===== src/rtl/traffic_phase_ctrl_pkg.sv =====
// traffic_pkg: shared definitions for the intersection phase controller.
//   - phase codes PH_* as exported on the phase output
//   - lamp encodings {red, yellow, green}
//   - TW: phase timer width
//   - state_e: FSM state type whose encoding equals the phase code
package traffic_pkg;

  localparam int TW = 4;

  localparam logic [2:0] PH_MAIN_GREEN = 3'd0;
  localparam logic [2:0] PH_MAIN_YEL   = 3'd1;
  localparam logic [2:0] PH_ALL_RED_A  = 3'd2;
  localparam logic [2:0] PH_SIDE_GREEN = 3'd3;
  localparam logic [2:0] PH_SIDE_YEL   = 3'd4;
  localparam logic [2:0] PH_ALL_RED_B  = 3'd5;
  localparam logic [2:0] PH_NIGHT      = 3'd6;

  localparam logic [2:0] LAMP_RED = 3'b100;
  localparam logic [2:0] LAMP_YEL = 3'b010;
  localparam logic [2:0] LAMP_GRN = 3'b001;
  localparam logic [2:0] LAMP_OFF = 3'b000;

  typedef enum logic [2:0] {
    ST_MAIN_GREEN = PH_MAIN_GREEN,
    ST_MAIN_YEL   = PH_MAIN_YEL,
    ST_ALL_RED_A  = PH_ALL_RED_A,
    ST_SIDE_GREEN = PH_SIDE_GREEN,
    ST_SIDE_YEL   = PH_SIDE_YEL,
    ST_ALL_RED_B  = PH_ALL_RED_B,
    ST_NIGHT      = PH_NIGHT,
    ST_BAD        = 3'd7
  } state_e;

endpackage


===== src/rtl/traffic_phase_ctrl_if.sv =====
// traffic_phase_ctrl_if: sensor/tick inputs and lamp/display outputs.
//   tick, side_req, night : driven by the board (master)
//   main_ryg, side_ryg    : lamp drives {red, yellow, green}
//   phase, remain         : to the 7-segment display block
interface traffic_phase_ctrl_if;
  import traffic_pkg::*;

  logic          tick;
  logic          side_req;
  logic          night;
  logic [2:0]    main_ryg;
  logic [2:0]    side_ryg;
  logic [2:0]    phase;
  logic [TW-1:0] remain;

  modport master (
    output tick, side_req, night,
    input  main_ryg, side_ryg, phase, remain
  );

  modport slave (
    input  tick, side_req, night,
    output main_ryg, side_ryg, phase, remain
  );

endinterface


===== src/rtl/traffic_phase_ctrl_phase_timer.sv =====
// phase_timer: loadable down-counter for phase durations.
//   clk, clr (async, active-low), load/load_val (priority), tick (decrement enable)
//   remain: current count; zero: remain == 0
// The counter saturates at zero; leaving a phase is the FSM's decision.
module phase_timer
  import traffic_pkg::*;
#(
  parameter logic [TW-1:0] RST_VAL = '0
) (
  input  logic          clk,
  input  logic          clr,
  input  logic          load,
  input  logic [TW-1:0] load_val,
  input  logic          tick,
  output logic [TW-1:0] remain,
  output logic          zero
);

  logic [TW-1:0] cnt_q, cnt_d;

  always_comb begin
    cnt_d = cnt_q;
    if (load)
      cnt_d = load_val;
    else if (tick && (cnt_q != '0))
      cnt_d = cnt_q - 1'b1;
  end

  always_ff @(posedge clk or negedge clr) begin
    if (!clr) cnt_q <= RST_VAL;
    else      cnt_q <= cnt_d;
  end

  assign remain = cnt_q;
  assign zero   = (cnt_q == '0);

endmodule


===== src/rtl/traffic_phase_ctrl.sv =====
// traffic_phase_ctrl: two-road intersection light controller.
//   clk, clr (async, active-low)
//   bus (slave): tick, side_req, night in; main_ryg, side_ryg, phase, remain out
// Optional night flashing mode is compiled in with TRAFFIC_NIGHT_FLASH_EN.
//
// state          | meaning
// ST_MAIN_GREEN  | main green, extended until a side request is pending
// ST_MAIN_YEL    | main yellow
// ST_ALL_RED_A   | clearance before side green
// ST_SIDE_GREEN  | side green
// ST_SIDE_YEL    | side yellow
// ST_ALL_RED_B   | clearance before main green
// ST_NIGHT       | both yellows flashing (optional mode only)
// ST_BAD         | illegal code, recovers to ST_MAIN_GREEN
module traffic_phase_ctrl
  import traffic_pkg::*;
#(
  parameter int unsigned T_MAIN_MIN = 12,
  parameter int unsigned T_SIDE     = 8,
  parameter int unsigned T_YEL      = 3,
  parameter int unsigned T_RED      = 1
) (
  input  logic                 clk,
  input  logic                 clr,
  traffic_phase_ctrl_if.slave  bus
);

  localparam logic [TW-1:0] D_MAIN = TW'(T_MAIN_MIN - 1);
  localparam logic [TW-1:0] D_SIDE = TW'(T_SIDE - 1);
  localparam logic [TW-1:0] D_YEL  = TW'(T_YEL - 1);
  localparam logic [TW-1:0] D_RED  = TW'(T_RED - 1);

  state_e        state_q, state_d;
  logic [1:0]    side_sync_q;
  logic          side_s;
  logic          pending_q, pending_d;
  logic          load;
  logic [TW-1:0] load_val;
  logic [TW-1:0] remain;
  logic          zero;
  logic          tick;

  assign tick   = bus.tick;
  assign side_s = side_sync_q[1];

  function automatic logic [TW-1:0] dur_m1(input state_e s);
    case (s)
      ST_MAIN_GREEN: return D_MAIN;
      ST_MAIN_YEL,
      ST_SIDE_YEL:   return D_YEL;
      ST_ALL_RED_A,
      ST_ALL_RED_B:  return D_RED;
      ST_SIDE_GREEN: return D_SIDE;
      default:       return '0;
    endcase
  endfunction

  always_ff @(posedge clk or negedge clr) begin
    if (!clr) side_sync_q <= 2'b00;
    else      side_sync_q <= {side_sync_q[0], bus.side_req};
  end

`ifdef TRAFFIC_NIGHT_FLASH_EN
  logic [1:0] night_sync_q;
  logic       night_s;
  logic       flash_q, flash_d;

  assign night_s = night_sync_q[1];

  always_ff @(posedge clk or negedge clr) begin
    if (!clr) night_sync_q <= 2'b00;
    else      night_sync_q <= {night_sync_q[0], bus.night};
  end
`else
  logic unused_night;
  assign unused_night = bus.night;
`endif

  always_comb begin
    state_d = state_q;
    case (state_q)
      ST_MAIN_GREEN: if (tick && zero && (pending_q || side_s)) state_d = ST_MAIN_YEL;
      ST_MAIN_YEL:   if (tick && zero) state_d = ST_ALL_RED_A;
      ST_ALL_RED_A:  if (tick && zero) state_d = ST_SIDE_GREEN;
      ST_SIDE_GREEN: if (tick && zero) state_d = ST_SIDE_YEL;
      ST_SIDE_YEL:   if (tick && zero) state_d = ST_ALL_RED_B;
      ST_ALL_RED_B:  if (tick && zero) state_d = ST_MAIN_GREEN;
`ifdef TRAFFIC_NIGHT_FLASH_EN
      ST_NIGHT:      if (tick && !night_s) state_d = ST_ALL_RED_B;
`endif
      default:       state_d = ST_MAIN_GREEN;
    endcase
`ifdef TRAFFIC_NIGHT_FLASH_EN
    // Night overrides any running phase timer.
    if (tick && night_s && (state_q != ST_NIGHT)) state_d = ST_NIGHT;
`endif
    // Every phase change reloads the timer; the load wins over the same tick.
    load     = (state_d != state_q);
    load_val = dur_m1(state_d);
  end

  always_comb begin
    pending_d = pending_q;
    if (side_s && (state_q inside {ST_MAIN_GREEN, ST_MAIN_YEL, ST_ALL_RED_A,
                                   ST_SIDE_YEL, ST_ALL_RED_B}))
      pending_d = 1'b1;
    if ((state_d == ST_SIDE_GREEN) && (state_q != ST_SIDE_GREEN))
      pending_d = 1'b0;
`ifdef TRAFFIC_NIGHT_FLASH_EN
    if (state_d == ST_NIGHT)
      pending_d = 1'b0;
`endif
  end

`ifdef TRAFFIC_NIGHT_FLASH_EN
  always_comb begin
    flash_d = flash_q;
    if ((state_d == ST_NIGHT) && (state_q != ST_NIGHT))
      flash_d = 1'b1;
    else if ((state_q == ST_NIGHT) && tick)
      flash_d = ~flash_q;
  end
`endif

  always_ff @(posedge clk or negedge clr) begin
    if (!clr) begin
      state_q   <= ST_MAIN_GREEN;
      pending_q <= 1'b0;
`ifdef TRAFFIC_NIGHT_FLASH_EN
      flash_q   <= 1'b0;
`endif
    end else begin
      state_q   <= state_d;
      pending_q <= pending_d;
`ifdef TRAFFIC_NIGHT_FLASH_EN
      flash_q   <= flash_d;
`endif
    end
  end

  phase_timer #(.RST_VAL(D_MAIN)) u_timer (
    .clk      (clk),
    .clr      (clr),
    .load     (load),
    .load_val (load_val),
    .tick     (tick),
    .remain   (remain),
    .zero     (zero)
  );

  always_comb begin
    bus.main_ryg = LAMP_RED;
    bus.side_ryg = LAMP_RED;
    case (state_q)
      ST_MAIN_GREEN: bus.main_ryg = LAMP_GRN;
      ST_MAIN_YEL:   bus.main_ryg = LAMP_YEL;
      ST_SIDE_GREEN: bus.side_ryg = LAMP_GRN;
      ST_SIDE_YEL:   bus.side_ryg = LAMP_YEL;
`ifdef TRAFFIC_NIGHT_FLASH_EN
      ST_NIGHT: begin
        bus.main_ryg = flash_q ? LAMP_YEL : LAMP_OFF;
        bus.side_ryg = flash_q ? LAMP_YEL : LAMP_OFF;
      end
`endif
      default: ;
    endcase
  end

  assign bus.phase  = state_q;
  assign bus.remain = remain;

endmodule

===== src/flat_wrapper.sv =====
// flat-port wrapper written by rule: the top's interface ports become plain ports
module traffic_phase_ctrl_flat import traffic_pkg::*;
#(
  parameter int unsigned T_MAIN_MIN = 12,
  parameter int unsigned T_SIDE     = 8,
  parameter int unsigned T_YEL      = 3,
  parameter int unsigned T_RED      = 1
)
  (clk, clr, bus_tick, bus_side_req, bus_night, bus_main_ryg, bus_side_ryg, bus_phase, bus_remain);
  traffic_phase_ctrl_if bus_i ();
  input  logic clk;
  input  logic clr;
  input wire logic [$bits(bus_i.tick)-1:0] bus_tick;
  input wire logic [$bits(bus_i.side_req)-1:0] bus_side_req;
  input wire logic [$bits(bus_i.night)-1:0] bus_night;
  output wire logic [$bits(bus_i.main_ryg)-1:0] bus_main_ryg;
  output wire logic [$bits(bus_i.side_ryg)-1:0] bus_side_ryg;
  output wire logic [$bits(bus_i.phase)-1:0] bus_phase;
  output wire logic [$bits(bus_i.remain)-1:0] bus_remain;
  assign bus_i.tick = bus_tick;
  assign bus_i.side_req = bus_side_req;
  assign bus_i.night = bus_night;
  assign bus_main_ryg = bus_i.main_ryg;
  assign bus_side_ryg = bus_i.side_ryg;
  assign bus_phase = bus_i.phase;
  assign bus_remain = bus_i.remain;
  traffic_phase_ctrl #(.T_MAIN_MIN(T_MAIN_MIN), .T_SIDE(T_SIDE), .T_YEL(T_YEL), .T_RED(T_RED)) u_core (.clk(clk), .clr(clr), .bus(bus_i));
endmodule

===== config.mk =====
export PLATFORM = sky130hd
export DESIGN_NAME = traffic_phase_ctrl_flat
export DESIGN_NICKNAME = d
export VERILOG_FILES = /design/src/rtl/traffic_phase_ctrl_pkg.sv /design/src/rtl/traffic_phase_ctrl_if.sv /design/src/rtl/traffic_phase_ctrl_phase_timer.sv /design/src/rtl/traffic_phase_ctrl.sv /design/src/flat_wrapper.sv
export SDC_FILE = /design/constraint.sdc
export NUM_CORES = 1
export LEC_CHECK = 0
export CORE_AREA = 5 5 42 44
export CTS_CLUSTER_DIAMETER = 30
export DETAILED_ROUTE_END_ITERATION = 16
export DIE_AREA = 0 0 47 49
export DONT_BUFFER_PORTS = 1
export HOLD_SLACK_MARGIN = 0.06
export SETUP_SLACK_MARGIN = 0.2
export SLEW_MARGIN = 10
export SYNTH_ARGS = -nofsm -noshare
export SYNTH_HDL_FRONTEND = slang
export SYNTH_SLANG_ARGS = --single-unit

===== constraint.sdc =====
create_clock -name clk -period 2.41 [get_ports clk]
set_input_delay 0.723 -clock clk [delete_from_list [all_inputs] [get_ports clk]]
set_output_delay 0.723 -clock clk [all_outputs]
set_load 0.005 [all_outputs]

==> summary.md, run 1 <==
| Metric | Value |
|---|---|
| Distinct cell type count after synthesis | 34 |
| Critical Path Fanout Max | 17 |
| CTS max path bufs | 2 |
| # DRC | 0 |
| GRT Residual Overflow | 0 |
| Starting Density | 0.4616 |
| P_leak | 0.2799 nW |
| Final cell count without fillers | 89 |
| Largest net degree at the start of global routing | 18 |
| Clk slew on worst S/H paths | 0.07 ns |
| ANT nets after route | 0 |
| Worst skew pair latency | about 0.27 ns |
| Fin Setup TNS | 0 ns |
| DR WL/cell | 15.76 microns |
| Syn-to-layout area delta | 4.449% |
| Die W | 47 microns |
| Sequential area share after synthesis | 0.3926 |
| Worst path required time | 1.69 ns |
| Max_slew headroom | 0.6691 |
| TritonCTS Buffers | 3 |
| Die height | around 49 microns |
| Worst hold margin | 0.1346 ns |
| Clk sinks | 10 |
| Core region area | 0.001401 sq mm |
| # resized after CTS | 0 |
| Tmin final | 2.069 ns |
| # fillers | 139 |
| Initial DRT Pass Iterations | 4 |
| H-tree depth | 1 |
| Fin crit share | 0.8585 |
| Fmax | 483.3 MHz |
| RSZ-0062 raised after global routing | no |
| Placer congestion estimate | 0.8018 |
| Status | completed |
| Count of pins over their slew limit | 0 |
| Post-Syn Area | 646.9 sq um |
| Total number of vias | 532 |
| Largest area contributor in the netlist | dfrtp_1 |
| Setup Fix Bufs, Post-CTS | 0 |
| Post-Route WL | around 1400 microns |
| Worst Setup Start Kind | flip-flop |
| Finish-stage setup viols | 0 |
| Final net count | 81 |
| Post-synth top area share | 0.2708 |
| P per Cell Area | 1245 mW/mm^2 |
| Die Area | roughly 0.0023 sq mm |
| Mapped Cells | 72 |
| Count of flip-flops with a built-in enable after synthesis | 0 |
| Worst VDD drop | 0.4836 mV |
| Vias/cell | 5.978 |
| Synth area leaders | dfrtp_1 27%, dfstp_2 12%, nand2_1 4.1%, nor2_1 4.1%, ha_1 3.9% |
| Worst path bufs/invs | 0 |
| CTS tree | yes |
| Async SR Flop Fraction | 1.000 |
| CP Capture Type | output pin |
| DR iter-0 viols | 18 |
| Fraction of layout cells with a size suffix above 1 | 0.1233 |
| Delay-heaviest family, CP | flip-flops |
| First-pass GRT wire length | 2256 microns |
| Final hold vios | 0 |
| Hold Path Class | input port to async pin |
| Initial antenna violation count | 0 |
| CTS root buf | clkbuf_4 |
| Syn_nets | 79 |
| Yosys warns | 0 |
| Synth Register Bits | 10 |
| Total track usage | 0.1341 |
| Clock skew | 0.01444 ns |
| Worst Max-Slew Pin Slew | 0.4964 ns |
| IO Pins | 18 |
| Antenna Cells | 0 |
| Critical Path AT | ~1.4 ns |
| Max-cap violations | 0 |
| Number of placement rows | 14 |
| IO Port Bufs | 0 |
| Critical Path, Cell by Cell | or2_1, nor2_1 |
| Most instantiated cells after synthesis | 7 x dfrtp_1, 7 x nand2_1, 7 x nor2_1 |
| Syn_area_per_cell | approximately 9.0 sq um |
| Top_reg_cell synth | dfrtp_1 |
| # hold bufs at CTS | 0 |
| Setup CP Type | flip-flop to output pin |
| Placed insts | 85 |
| Vias in the first global route | ~500 |
| HPWL after DPL | 1022 microns |
| Slowest CP cell | dfrtp_1 |
| CP max stage delay | 0.56 ns |
-- kinds of logic after synthesis --
group,count (synthesis),synth area share
flops,10,0.3927
compound gates,19,0.2128
simple gates,31,0.2670
fa+ha+maj,2,0.03868
buf+inv,8,0.06188
xor+xnor,2,0.02708
-- sequential cells by signal, summed over array words and instances, names as in the netlist --
name and flops:
u_core.pending_q 1, u_core.side_sync_q 2, u_core.u_timer.remain 4, u_core.bus.phase 3
-- layout by cell type, fill, tap and decap left out, types with 3 or more instances in the layout --
master / synthesis / layout
a21oi_1: 4 / 4
nor2_1: 7 / 7
o21ai_0: 5 / 5
nor3_1: 3 / 3
clkbuf_4: 0 / 3
dfrtp_1: 7 / 7
dfstp_2: 3 / 3
nand2_1: 7 / 7
inv_1: 4 / 4
-- per-stage QoR --
stage                       util  total power, mW  setup slack (ns)  instance area, sq um
after global placement    0.4634           0.7158            0.5641                 649.4
after floorplan                -           0.6423            0.6567                 646.9
after CTS                 0.4821           0.8483            0.3281                 675.6
final                     0.4821           0.8414            0.3411                 675.6
after detailed placement  0.4634           0.7259            0.5672                 649.4
after global routing      0.4821           0.9097            0.2563                 675.6
-- layout make-up --
cell class              instances  area [sq um]  area share
multi-input cells              54         352.8      0.5222
flip-flops and latches         10         254.0      0.3759
clock buffers                   4         26.28     0.03889
well taps                      16         20.02     0.02963
inverters                       4         15.01     0.02222
repair buffers                  1         7.507     0.01111
-- path summary, 6_finish.rpt --
check                                         start                       end  cells after the start  slack (ns)
setup / recovery                u_core.bus.phase[2]           bus_main_ryg[0]                      2        0.34
hold / removal                                  clr          u_core.pending_q                      0        0.13
setup reg to reg           u_core.u_timer.remain[0]  u_core.u_timer.remain[0]                      6        0.56
hold reg to reg               u_core.side_sync_q[0]     u_core.side_sync_q[1]                      0        0.36
max in group asynchronous                       clr  u_core.u_timer.remain[0]                      0        2.09
min in group clk              u_core.side_sync_q[0]     u_core.side_sync_q[1]                      0        0.36
-- power breakdown --
part / internal, mW / switching [mW] / leakage (nW) / total (mW)
Sequential: 0.245 / 0.0957 / 0.115 / 0.340
Combinational: 0.163 / 0.215 / 0.150 / 0.379
Clock: 0.0639 / 0.0586 / 0.0150 / 0.123
Total: 0.472 / 0.369 / 0.280 / 0.841
-- worst reg2reg max path: stages, from the launching register on --
cell      delay [ns]
dfstp_2         0.57
inv_1           0.07
ha_1            0.23
and4bb_4        0.26
a21boi_4        0.16
o22a_1          0.21
o31a_1          0.28
-- layer usage --
layer,wire [microns],track usage,vias to the layer above
li1,-,-,259
met4,32,0.06912,0
met1,664,0.1779,252
met5,0,0,-
met2,611,0.1923,16
met3,94,0.03690,5
Power figures use the tool's default switching activity.
==> run 2, diff against run 1 <==
--- a/config.mk
+++ b/config.mk
@@ -11,6 +11,7 @@
 export DIE_AREA = 0 0 47 49
 export DONT_BUFFER_PORTS = 1
 export HOLD_SLACK_MARGIN = 0.06
+export REMOVE_ABC_BUFFERS = 1
 export SETUP_SLACK_MARGIN = 0.2
 export SLEW_MARGIN = 10
 export SYNTH_ARGS = -nofsm -noshare
==> constraint.sdc (replaced) <==
create_clock -name clk -period 2.41 [get_ports clk]
set_input_delay 0.723 -clock clk [delete_from_list [all_inputs] [get_ports clk]]
set_output_delay 0.723 -clock clk [all_outputs]
set_load 0.01 [all_outputs]
==> run 2 against run 1 <==
Final area rose by 1.5%. Utilization rose by 0.71 points. Flip-flop and latch count did not move. Non-clock buffer count rose by 1. Clock-buffer cell count did not move. Largest power group unchanged. Sequential share of layout area fell by 0.18 points. First-iteration DRC count fell by 78%. Maximum frequency fell by 2.4%. Critical path type unchanged. Critical endpoint is now bus_side_ryg[0]. Critical path depth rose by 1. Setup slack got worse by 0.050 ns.
==> summary.md, run 2 (same netlist as run 1, synthesis figures left out) <==
| Metric | Value |
|---|---|
| Core region area | 0.001401 sq mm |
| RSZ-0062 raised after global routing | no |
| Most frequent cells in the layout | 7 x nor2_1, 7 x nand2_1, 5 x o21ai_0, 5 x dfrtp_1 |
| Die Area | 0.002303 sq mm |
| Fin util | 0.4893 |
| Fin area | 685.7 sq um |
| Finish-stage setup viols | 0 |
| Final net count | 82 |
| Vias in the first global route | 452 |
| Placer congestion estimate | ~0.75 |
| Crit Reg-Reg Startpoint | u_core.u_timer.remain[0] |
| Antenna Cells | 0 |
| Final hold vios | 0 |
| Die W | roughly 47 microns |
| H-tree depth | 1 |
| Register-to-register setup slack | 0.51 ns |
| Critical Path, Cell by Cell | inv_1, nor3_1, buf_4 |
| Clk sinks | 10 |
| Initial DRT Pass Iterations | 3 |
| # hold bufs at CTS | 0 |
| Worst R2R End | u_core.u_timer.remain[1] |
| CTS root buf | clkbuf_4 |
| Worst path bufs/invs | 2 |
| Status | completed |
| IO Port Bufs | 0 |
| Placed Area | 656.9 sq um |
| Max reg flops | 4 |
| Internal power | ~0.48 mW |
| # DRC | 0 |
| Setup CP Type | flip-flop to output pin |
| Hold Path Class | input port to async pin |
| Delay-heaviest family, CP | flip-flops |
| Switching power | 0.4001 mW |
| Number of placement rows | 14 |
| DR iter-0 viols | 4 |
| CP max stage delay | around 0.52 ns |
| Clk slew on worst S/H paths | 0.06 ns |
| Count of pins over their slew limit | 0 |
| Fraction of layout cells with a size suffix above 1 | 0.1622 |
| HPWL after DPL | 1007 microns |
| TritonCTS Buffers | 3 |
| First-pass GRT wire length | 2083 microns |
| Worst VDD drop | 0.6085 mV |
| Metal1 wirelength | 594 microns |
| GRT Residual Overflow | 0 |
| R2R cell count | 6 |
| Setup Fix Bufs, Post-CTS | 0 |
| DR WL/cell | roughly 14 microns |
| Largest net degree at the start of global routing | 18 |
| Worst Setup Start Kind | flip-flop |
| Sequential Power Share | 0.423 |
| Worst path required time | about 1.7 ns |
| WL met3 | 89 microns |
| Fin Setup TNS | 0 ns |
| Fin crit share | 0.8794 |
| Total track usage | 0.1248 |
| Worst Max-Slew Pin Slew | 0.4435 ns |
| Slowest CP cell | dfrtp_1 |
| Max_slew headroom | 0.7037 |
| Switching part of the total power | 0.4535 |
| Post-Route WL | 1282 microns |
| P_leak | 0.2827 nW |
| Syn-to-layout area delta | 5.996% |
| Fmax | 471.8 MHz |
| Initial antenna violation count | 0 |
| Worst hold margin | 0.1580 ns |
| CTS max path bufs | 2 |
| Worst skew pair latency | 0.25 ns |
| IO Pins | 18 |
| Clock power share | 0.125 |
| Max-cap violations | 0 |
| Critical Path AT | 1.40 ns |
| Tmin final | 2.119 ns |
| ANT nets after route | 0 |
| CTS tree | yes |
| Vias/cell | 5.878 |
| Die height | a little under 50 microns |
| P per Cell Area | 1287 mW/mm^2 |
| Starting Density | 0.4616 |
| Critical Path Fanout Max | 7 |
| Logic gate share of total power | 0.453 |
| Highest routed layer | met4 |
| Clock skew | 0.006416 ns |
| CP Capture Type | output pin |
| Total number of vias | 529 |
| WL met2 | roughly 570 microns |
run 2: cell count changes in the layout (fill, tap and decap cells not counted), sizes merged:
cell,delta
buf,+1
run 2: cell type report:
cell class / instances / area (sq um)
Fill cell: 144 / 715.7
Multi-Input combinational cell: 54 / 352.8
Sequential cell: 10 / 256.5
Clock buffer: 4 / 26.28
Tap cell: 16 / 20.02
Timing Repair Buffer: 2 / 15.01
Inverter: 4 / 15.01
run 2: stage by stage:
step	std cells	total power [mW]	worst slack [ns]
after global routing	90	0.9571	0.2137
final	90	0.8824	0.2906
after detailed placement	86	0.7729	0.4966
after global placement	86	0.7686	0.5019
after floorplan	68	0.6617	0.5030
after CTS	90	0.8867	0.2212
run 2: power groups by stage:
stage	clock (mW)	sequential, mW	combinational, mW
6_report	0.110	0.373	0.399
5_1_grt	0.118	0.391	0.448
4_1_cts	0.112	0.372	0.403
3_5_place_dp	0	0.374	0.399
3_3_place_gp	0	0.373	0.396
2_1_floorplan	0	0.349	0.313
run 2: worst register-to-register path, stage by stage, from the launching register on:
cell and delay (ns):
dfstp_2 0.59, inv_1 0.08, ha_1 0.24, and4bb_4 0.26
a21boi_4 0.16, o22a_1 0.20, o31a_1 0.29
run 2: repair_timing:
action / in CTS / in global routing
endpoints found under the setup margin: 0 / 3
hold endpoints to repair: 0 / 0
gates resized for setup: 0 / 2
run 2: worst max path at each step:
stage / cells after the start / startpoint / slack [ns] / to
floorplan: 3 / u_core.bus.phase[1] / 0.50 / bus_side_ryg[2]
detailed placement: 2 / u_core.bus.phase[2] / 0.50 / bus_main_ryg[1]
CTS: 2 / u_core.bus.phase[2] / 0.22 / bus_main_ryg[1]
global route: 3 / u_core.bus.phase[1] / 0.21 / bus_side_ryg[2]
finish: 3 / u_core.bus.phase[1] / 0.29 / bus_side_ryg[0]
global placement: 2 / u_core.bus.phase[2] / 0.50 / bus_main_ryg[0]
run 2: routing by layer:
layer / track usage / vias to the layer above
li1: - / 261
met1: 0.1831 / 248
met2: 0.1674 / 16
met3: 0.02214 / 4
met4: 0.06912 / 0
met5: 0 / -
==> run 3, diff against run 2 <==
--- a/config.mk
+++ b/config.mk
@@ -5,6 +5,7 @@
 export SDC_FILE = /design/constraint.sdc
 export NUM_CORES = 1
 export LEC_CHECK = 0
+export ABC_AREA = 1
 export CORE_AREA = 5 5 42 44
 export CTS_CLUSTER_DIAMETER = 30
 export DETAILED_ROUTE_END_ITERATION = 16
@@ -12,7 +13,7 @@
 export DONT_BUFFER_PORTS = 1
 export HOLD_SLACK_MARGIN = 0.06
 export REMOVE_ABC_BUFFERS = 1
-export SETUP_SLACK_MARGIN = 0.2
+export SETUP_SLACK_MARGIN = 0.02
 export SLEW_MARGIN = 10
 export SYNTH_ARGS = -nofsm -noshare
 export SYNTH_HDL_FRONTEND = slang
==> run 3 against run 2 <==
Via count up 2.3%. Sequential share of layout area down 1.2 points. First-iteration DRC count up 130%. Clock skew about the same. Critical path type unchanged.
==> summary.md, run 3 <==
| Metric | Value |
|---|---|
| Count of flip-flops with a built-in enable after synthesis | 0 |
| Vias in the first global route | 500 |
| Max reg flops | 4 |
| Register-to-register setup slack | 0.58 ns |
| CTS root buf | clkbuf_4 |
| Largest area contributor in the netlist | dfrtp_1 |
| # hold bufs at CTS | 0 |
| Worst Max-Slew Pin Slew | between 0.4 and 0.5 ns |
| R2R cell count | 8 |
| Clock skew | between 0.006 and 0.007 ns |
| Fin crit share | 0.8743 |
| Final net count | 95 |
| ANT nets after route | 0 |
| Max-cap violations | 0 |
| Setup CP Type | flip-flop to output pin |
| Post-Route WL | 1267 microns |
| Top_reg_cell synth | dfrtp_1 |
| CP Capture Type | output pin |
| DR WL/cell | 12.30 microns |
| IO Pins | 18 |
| Fraction of layout cells with a size suffix above 1 | 0.2299 |
| Sequential area share after synthesis | 0.3904 |
| Post-synth top area share | 0.2692 |
| Final hold vios | 0 |
| RSZ-0062 raised after global routing | no |
| DR iter-0 viols | 9 |
| Die Area | around 0.0023 sq mm |
| Starting Density | 0.4643 |
| Most frequent cells in the layout | 16 x nand2_1, 12 x nor2_1, 11 x inv_1 |
| Post-Syn Area | 650.6 sq um |
| CTS max path bufs | 2 |
| Critical Path AT | 1.38 ns |
| Critical Path Fanout Max | 6 |
| Placed insts | 99 |
| Distinct cell type count after synthesis | 27 |
| Overall power | 0.8657 mW |
| Most instantiated cells after synthesis | 16 x nand2_1, 12 x nor2_1, 11 x inv_1 |
| Finish-stage setup viols | 0 |
| Worst VDD drop | about 0.57 mV |
| P per Cell Area | between 1000 and 1500 mW/mm^2 |
| Placer congestion estimate | 0.8983 |
| # DRC | 0 |
| Tmin final | about 2.1 ns |
| Fin Setup TNS | 0 ns |
| Commonest non-fill, non-tap cell in the layout | nand2_1 |
| Die height | 49 microns |
| TritonCTS Buffers | 3 |
| Worst skew pair latency | 0.26 ns |
| Total track usage | 0.1343 |
| Setup Fix Bufs, Post-CTS | 0 |
| Hold Path Class | input port to async pin |
| H-tree depth | 1 |
| CTS tree | yes |
| GRT Residual Overflow | 0 |
| Async SR Flop Fraction | 1.000 |
| Max_slew headroom | 0.7067 |
| Worst path required time | approximately 1.7 ns |
| Mapped Cells | 84 |
| Vias/cell | around 5.3 |
| Initial DRT Pass Iterations | 4 |
| Number of placement rows | 14 |
| IO Port Bufs | 0 |
| Total number of vias | 541 |
| Core region area | 0.001401 sq mm |
| Initial antenna violation count | 0 |
| Synth Register Bits | 10 |
| Syn-to-layout area delta | 7.885% |
| Count of pins over their slew limit | 0 |
| Die W | approximately 47 microns |
| Antenna Cells | 0 |
| Count leader, synth | nand2_1 |
| Synth area leaders | dfrtp_1 27%, dfstp_2 12%, nand2_1 9.2%, nor2_1 6.9%, inv_1 6.3% |
| Yosys warns | 0 |
| Syn_area_per_cell | 7.746 sq um |
| # resized after CTS | 0 |
| Crit Reg-Reg Startpoint | u_core.u_timer.remain[0] |
| Worst R2R End | u_core.u_timer.remain[2] |
| Fin util | 0.5009 |
| Clk slew on worst S/H paths | 0.07 ns |
| Final cell count without fillers | 103 |
| Worst Setup Start Kind | flip-flop |
| P_leak | 0.3418 nW |
| First-pass GRT wire length | 2235 microns |
| Clk sinks | 10 |
| HPWL after DPL | 1047 microns |
| Status | completed |
| Largest net degree at the start of global routing | 11 |
| Fmax | 474.6 MHz |
[run 3: cell count changes after synthesis, sizes merged, moves of 3 or more]
cell   change
nand3      +4
nand4      +3
inv       +10
nor2       +7
nand2     +13
[run 3: layout make-up]
class,instances,area (sq um)
Fill cell,151,699.4
Sequential cell,10,254.0
Inverter,14,55.05
Clock buffer,4,36.28
Multi-Input combinational cell,59,336.6
Tap cell,16,20.02
[run 3: through the flow]
| stage | setup slack [ns] | hold slack (ns) | instance area (sq um) |
|---|---|---|---|
| detailed placement | 0.5658 | 0.3405 | 665.6 |
| finish | 0.3030 | 0.1490 | 701.9 |
| floorplan | 0.6889 | 0.3312 | 645.6 |
| global placement | 0.5680 | 0.3346 | 665.6 |
| CTS | 0.2769 | 0.1420 | 701.9 |
| global route | 0.1539 | 0.1213 | 701.9 |
[run 3: kinds of logic after synthesis]
family          Yosys count  share of synthesized area
simple gates             47                     0.3443
compound gates            7                    0.09231
flops                    10                     0.3904
buf+inv                  15                    0.09231
xor+xnor                  2                    0.02693
mux                       1                    0.01539
fa+ha+maj                 2                    0.03846
[run 3: worst max-delay path by stage]
stage | cells past startpoint | to | start | slack, ns
final | 3 | bus_side_ryg[2] | u_core.bus.phase[2] | 0.30
after global placement | 3 | bus_side_ryg[2] | u_core.bus.phase[2] | 0.57
after detailed placement | 3 | bus_side_ryg[2] | u_core.bus.phase[2] | 0.57
after CTS | 3 | bus_side_ryg[2] | u_core.bus.phase[2] | 0.28
after floorplan | 2 | bus_side_ryg[2] | u_core.bus.phase[0] | 0.69
after global routing | 3 | bus_side_ryg[2] | u_core.bus.phase[2] | 0.15
[run 3: per-layer routing]
metal / wire (microns) / share of wire / global-route usage / vias up
li1: - / - / - / 273
met3: 54 / 0.043 / 0.04428 / 2
met1: 597 / 0.47 / 0.1810 / 257
met4: 17 / 0.013 / 0.06912 / 0
met2: 598 / 0.47 / 0.1855 / 9
met5: 0 / 0 / 0 / -
[run 3: worst max-delay path, stage by stage (launching register included)]
cell	delay [ns]
dfrtp_1	0.50
inv_1	0.12
nor3_1	0.36
nor2_1	0.15
[run 3: power breakdown]
group,internal (mW),switching (mW),leakage [nW]
combinational,0.131,0.223,0.208
clock,0.0915,0.0577,0.0210
sequential,0.242,0.120,0.113
